### src/rtl/data_mem_arbiter.sv
// Arbiter sharing one single-port synchronous data RAM between the CPU
// load/store port and a secondary peripheral master. The CPU wins by
// default; a starvation counter forces a peripheral grant after MAX_WAIT
// consecutive denied cycles. cpu_stall freezes the single-cycle core while
// its access is pending or its load data is still returning.
module data_mem_arbiter #(
  parameter int unsigned ADDR_W   = 32,
  parameter int unsigned DATA_W   = 32,
  parameter int unsigned MAX_WAIT = 4
) (
  input  logic              clk,
  input  logic              rst,
  input  logic              cpu_req,
  input  logic              cpu_we,
  input  logic [ADDR_W-1:0] cpu_addr,
  input  logic [DATA_W-1:0] cpu_wdata,
  output logic [DATA_W-1:0] cpu_rdata,
  output logic              cpu_stall,
  input  logic              per_valid,
  input  logic              per_we,
  input  logic [ADDR_W-1:0] per_addr,
  input  logic [DATA_W-1:0] per_wdata,
  output logic              per_ready,
  output logic              per_rvalid,
  output logic [DATA_W-1:0] per_rdata,
  output logic              mem_en,
  output logic              mem_we,
  output logic [ADDR_W-1:0] mem_addr,
  output logic [DATA_W-1:0] mem_wdata,
  input  logic [DATA_W-1:0] mem_rdata
);

  localparam int unsigned CNT_W = $clog2(MAX_WAIT + 1);

  typedef enum logic [1:0] {
    ST_IDLE   = 2'd0,
    ST_CPU_RD = 2'd1,
    ST_PER_RD = 2'd2
  } state_t;

  state_t           r_state;
  state_t           w_next_state;
  logic [CNT_W-1:0] r_starve_cnt;
  logic             w_cpu_live;
  logic             w_force;
  logic             w_per_gnt;
  logic             w_cpu_gnt;

  // Grant decision; a CPU load in its return cycle is already served.
  // Everything is gated by rst so outputs sit at reset values while held.
  always_comb begin
    w_cpu_live = rst && cpu_req && (r_state != ST_CPU_RD);
    w_force    = (r_starve_cnt == CNT_W'(MAX_WAIT));
    w_per_gnt  = rst && per_valid && (w_force || !w_cpu_live);
    w_cpu_gnt  = w_cpu_live && !w_per_gnt;
  end

  // State register: tracks which master has read data returning.
  always_ff @(posedge clk) begin
    if (!rst) begin
      r_state <= ST_IDLE;
    end else begin
      r_state <= w_next_state;
    end
  end

  // Next state depends only on this cycle's grant, so returns overlap new grants.
  always_comb begin
    w_next_state = ST_IDLE;
    if (w_cpu_gnt && !cpu_we) begin
      w_next_state = ST_CPU_RD;
    end else if (w_per_gnt && !per_we) begin
      w_next_state = ST_PER_RD;
    end
  end

  // Output decode: RAM mux, handshakes, stall and read-data steering.
  always_comb begin
    mem_en     = 1'b0;
    mem_we     = 1'b0;
    mem_addr   = '0;
    mem_wdata  = '0;
    per_ready  = w_per_gnt;
    cpu_stall  = w_cpu_live && !(w_cpu_gnt && cpu_we);
    per_rvalid = 1'b0;
    per_rdata  = '0;
    cpu_rdata  = '0;
    if (w_per_gnt) begin
      mem_en    = 1'b1;
      mem_we    = per_we;
      mem_addr  = per_addr;
      mem_wdata = per_wdata;
    end else if (w_cpu_gnt) begin
      mem_en    = 1'b1;
      mem_we    = cpu_we;
      mem_addr  = cpu_addr;
      mem_wdata = cpu_wdata;
    end
    if (rst && (r_state == ST_PER_RD)) begin
      per_rvalid = 1'b1;
      per_rdata  = mem_rdata;
    end
    if (rst && (r_state == ST_CPU_RD)) begin
      cpu_rdata = mem_rdata;
    end
  end

  // Starvation counter: consecutive cycles the peripheral waited unserved.
  always_ff @(posedge clk) begin
    if (!rst) begin
      r_starve_cnt <= '0;
    end else if (!per_valid || per_ready) begin
      r_starve_cnt <= '0;
    end else if (r_starve_cnt != CNT_W'(MAX_WAIT)) begin
      r_starve_cnt <= r_starve_cnt + CNT_W'(1);
    end
  end

endmodule

### config.mk
export PLATFORM = sky130hd
export DESIGN_NAME = data_mem_arbiter
export DESIGN_NICKNAME = d
export VERILOG_FILES = /design/src/rtl/data_mem_arbiter.sv
export SDC_FILE = /design/constraint.sdc
export NUM_CORES = 1
export LEC_CHECK = 0
export ABC_CLOCK_PERIOD_IN_PS = 1800
export CAP_MARGIN = 40
export CORE_AREA = 4 4 115 117
export DETAILED_ROUTE_END_ITERATION = 12
export DIE_AREA = 0 0 119 121
export MAX_ROUTING_LAYER = met4
export SLEW_MARGIN = 25
export SYNTH_ARGS = -nofsm -noshare
export SYNTH_HDL_FRONTEND = slang
export SYNTH_SLANG_ARGS = --single-unit
### constraint.sdc
create_clock -name clk -period 1.8 [get_ports clk]
set_clock_uncertainty 0.15 [all_clocks]
set_input_delay 0.36 -clock clk [delete_from_list [all_inputs] [get_ports clk]]
set_output_delay 0.36 -clock clk [all_outputs]
set_load 0.05 [all_outputs]
==> out/metrics.cfg <==
[floorplan]
start_util_pct=10.8
coreArea_mm2=0.0124
die_x_um=119
dieArea_mm2=0.0144
rows=41
num_io_pins=299
die_h_um=121

[min_path]
hold_path_class=flip-flop to flip-flop

[logic_synthesis]
ys_seq_elements=5
postSynthCellCount=179
synth_top_area_share_pct=42.5
synth_area_leaders=a22o_1, and2_1, dfxtp_1, buf_2, buf_6
synthesis.nets=347
syn-mean-instance-area_um2=7.49
synth_cell_types=21
syn_area_mm2=0.00134
ys_seq_area_share_pct=7.47
yosys.area.top_type=a22o_1
yosys_warnings=0

[placement]
dp.cells=659
gp_congestion=0.796
place_hpwl_um=10100
place_ws_ns=-0.709
portBuffers=298
place_area_mm2=0.00670

[timing]
layout_min_cycle_time_ns=2.25
rsz0062_at_grt=true
drv_slew=0
worst_pin_slew_ns=0.268
fin_ws_ns=-0.452
relSlewSlack_pct=82.1
fin_setup_tns_ns=-36.47
max_freq_ghz=0.444
min_period_over_period_pct=125
finalHoldViolations=0
setup_viol=133

[detailed_routing]
drc=0
dr.first_iter.drc_count=57
num_vias=2861
drt-pass1-iter-count=3
wl_per_cell_um=18.7
ant_nets=0
viasPerCell=4.15
totalWireLength_um=12900

[critical_path]
crit_path_top_delay_cell=and4_4
worst_ep_arrival_time_ns=1.74
critPathMaxStageDelay_ns=0.38
path_max_fanout=13
crit_path_cell_trace=inv_2 > ha_4 > nand4_1 > and4_4 > buf_12 > a22o_4 > buf_12
worst-setup-path-type=flip-flop to output port
cp-end-kind=output port
crit_top_cell=buf_12
startpoint_type=flip-flop
crit_required_ns=1.29

[cells_and_area]
most-common-layout-cells=clkdlybuf4s50_1, buf_12, a22o_4
layout-drive-gt1-share_pct=65.6
final_common_cell=clkdlybuf4s50_1
nets=686
area_growth_pct=458
fin_area_mm2=0.00748
fillCellCount=962
diodes=0
instances_no_fill=689
seq_area_um2=105
multi_input_area_mm2=0.00193

[clocking]
cts_tree=yes
cts_made_buffers=3
clk_pin_slew_worst_paths_ns=0.03
clock_path_buffers=2
clk_latency_ns=0.23
htreeDepth=1
root_buffer=clkbuf_16
cts_sinks=5

[power_and_ir_drop]
irDropWorstVdd_mv=0.208
p_leak_nw=3.18
finalPower_w=0.00249
power.density_mw_per_mm2=333

[grt]
grt-ovfl-total=0
grt_pass1_vias=3325
grtUsageTotal_pct=17.5
grt_pass1_wl_um=19000
antenna_found_initial=0
grt_max_degree=17

[run_status]
status=complete, but fails checks
violations=negative setup slack

[job]
maxCapViolations=0

-- power by group --
| group | total, W | switching, W | internal (W) |
|---|---|---|---|
| Combinational | 0.00201 | 0.000867 | 0.00114 |
| Sequential | 0.000117 | 0.00000251 | 0.000115 |
| Clock | 0.000364 | 0.0000710 | 0.000293 |
-- synth_stat cells --
cell and n:
and4_1 1, nand2_1 4, nor2_1 3, a22o_1 65
ha_1 2, nor3_1 1, nand2b_1 1, dfxtp_1 5
and2_1 64, a21oi_1 1, buf_6 3, nor4b_1 2
inv_1 4, nand4_1 1, clkbuf_1 8, buf_4 1
nand3_1 1, buf_2 8, a41oi_2 1, nor2b_1 2
mux2i_1 1
-- flip-flops by register name, summed over array words and instances, names as in the netlist --
register	flops
r_state	2
r_starve_cnt	3
-- path summary, 6_finish.rpt --
check / startpoint / endpoint / slack, ns / cells past startpoint
setup / recovery: r_starve_cnt[1]$_SDFFE_PP0P_ / mem_wdata[29] / -0.45 / 7
hold / removal: r_starve_cnt[0]$_SDFFE_PP0P_ / r_starve_cnt[0]$_SDFFE_PP0P_ / 0.45 / 3
setup reg to reg: r_starve_cnt[1]$_SDFFE_PP0P_ / r_state[0]$_SDFF_PN0_ / 0.29 / 7
hold reg to reg: r_starve_cnt[0]$_SDFFE_PP0P_ / r_starve_cnt[0]$_SDFFE_PP0P_ / 0.45 / 3
-- per-stage QoR --
stage                     util, %  hold slack, ns
after floorplan                 -           0.263
after global placement       54.2           0.343
after detailed placement     54.2           0.353
after CTS                    60.5           0.441
after global routing         60.5           0.462
final                        60.5           0.446
-- per-layer routing --
metal	routed length [µm]	global-route usage [%]
met2	7060	33.5
met3	1060	4.94
met4	181	2.82
met1	4570	18.1
met5	0	-
-- worst max-delay path: cells and delay by family (launching register included) --
family,cells,cell delay (ns)
flip-flops,1,0.33
buffers and inverters,3,0.37
adder cells (fa/ha/maj),1,0.17
AND/OR/NAND/NOR,2,0.49
AO/OA/AOI/OAI,1,0.14
-- cells by family after synthesis --
family,count (synthesis),share of synthesized area [%]
muxes,1,0.747
adders and majority gates,2,1.87
DFF,5,7.47
buffers and inverters,24,9.43
and+or+nand+nor,80,36.4
AOI/OAI and AO/OA,67,44.1
-- area by class of cell --
class	instances	share of cell area, %
well taps	172	2.88
flip-flops and latches	5	1.41
clock buffers	4	1.05
repair buffers	353	68.6
multi-input cells	151	25.9
inverters	4	0.201
-- timing repair --
item	4_1_cts	5_1_grt
pin swaps	70	14
resized for setup	120	13
gates cloned	12	2
setup endpoints to repair	133	133
buffers inserted	14	3
hold buffers	0	0
Power figures use the tool's default switching activity.
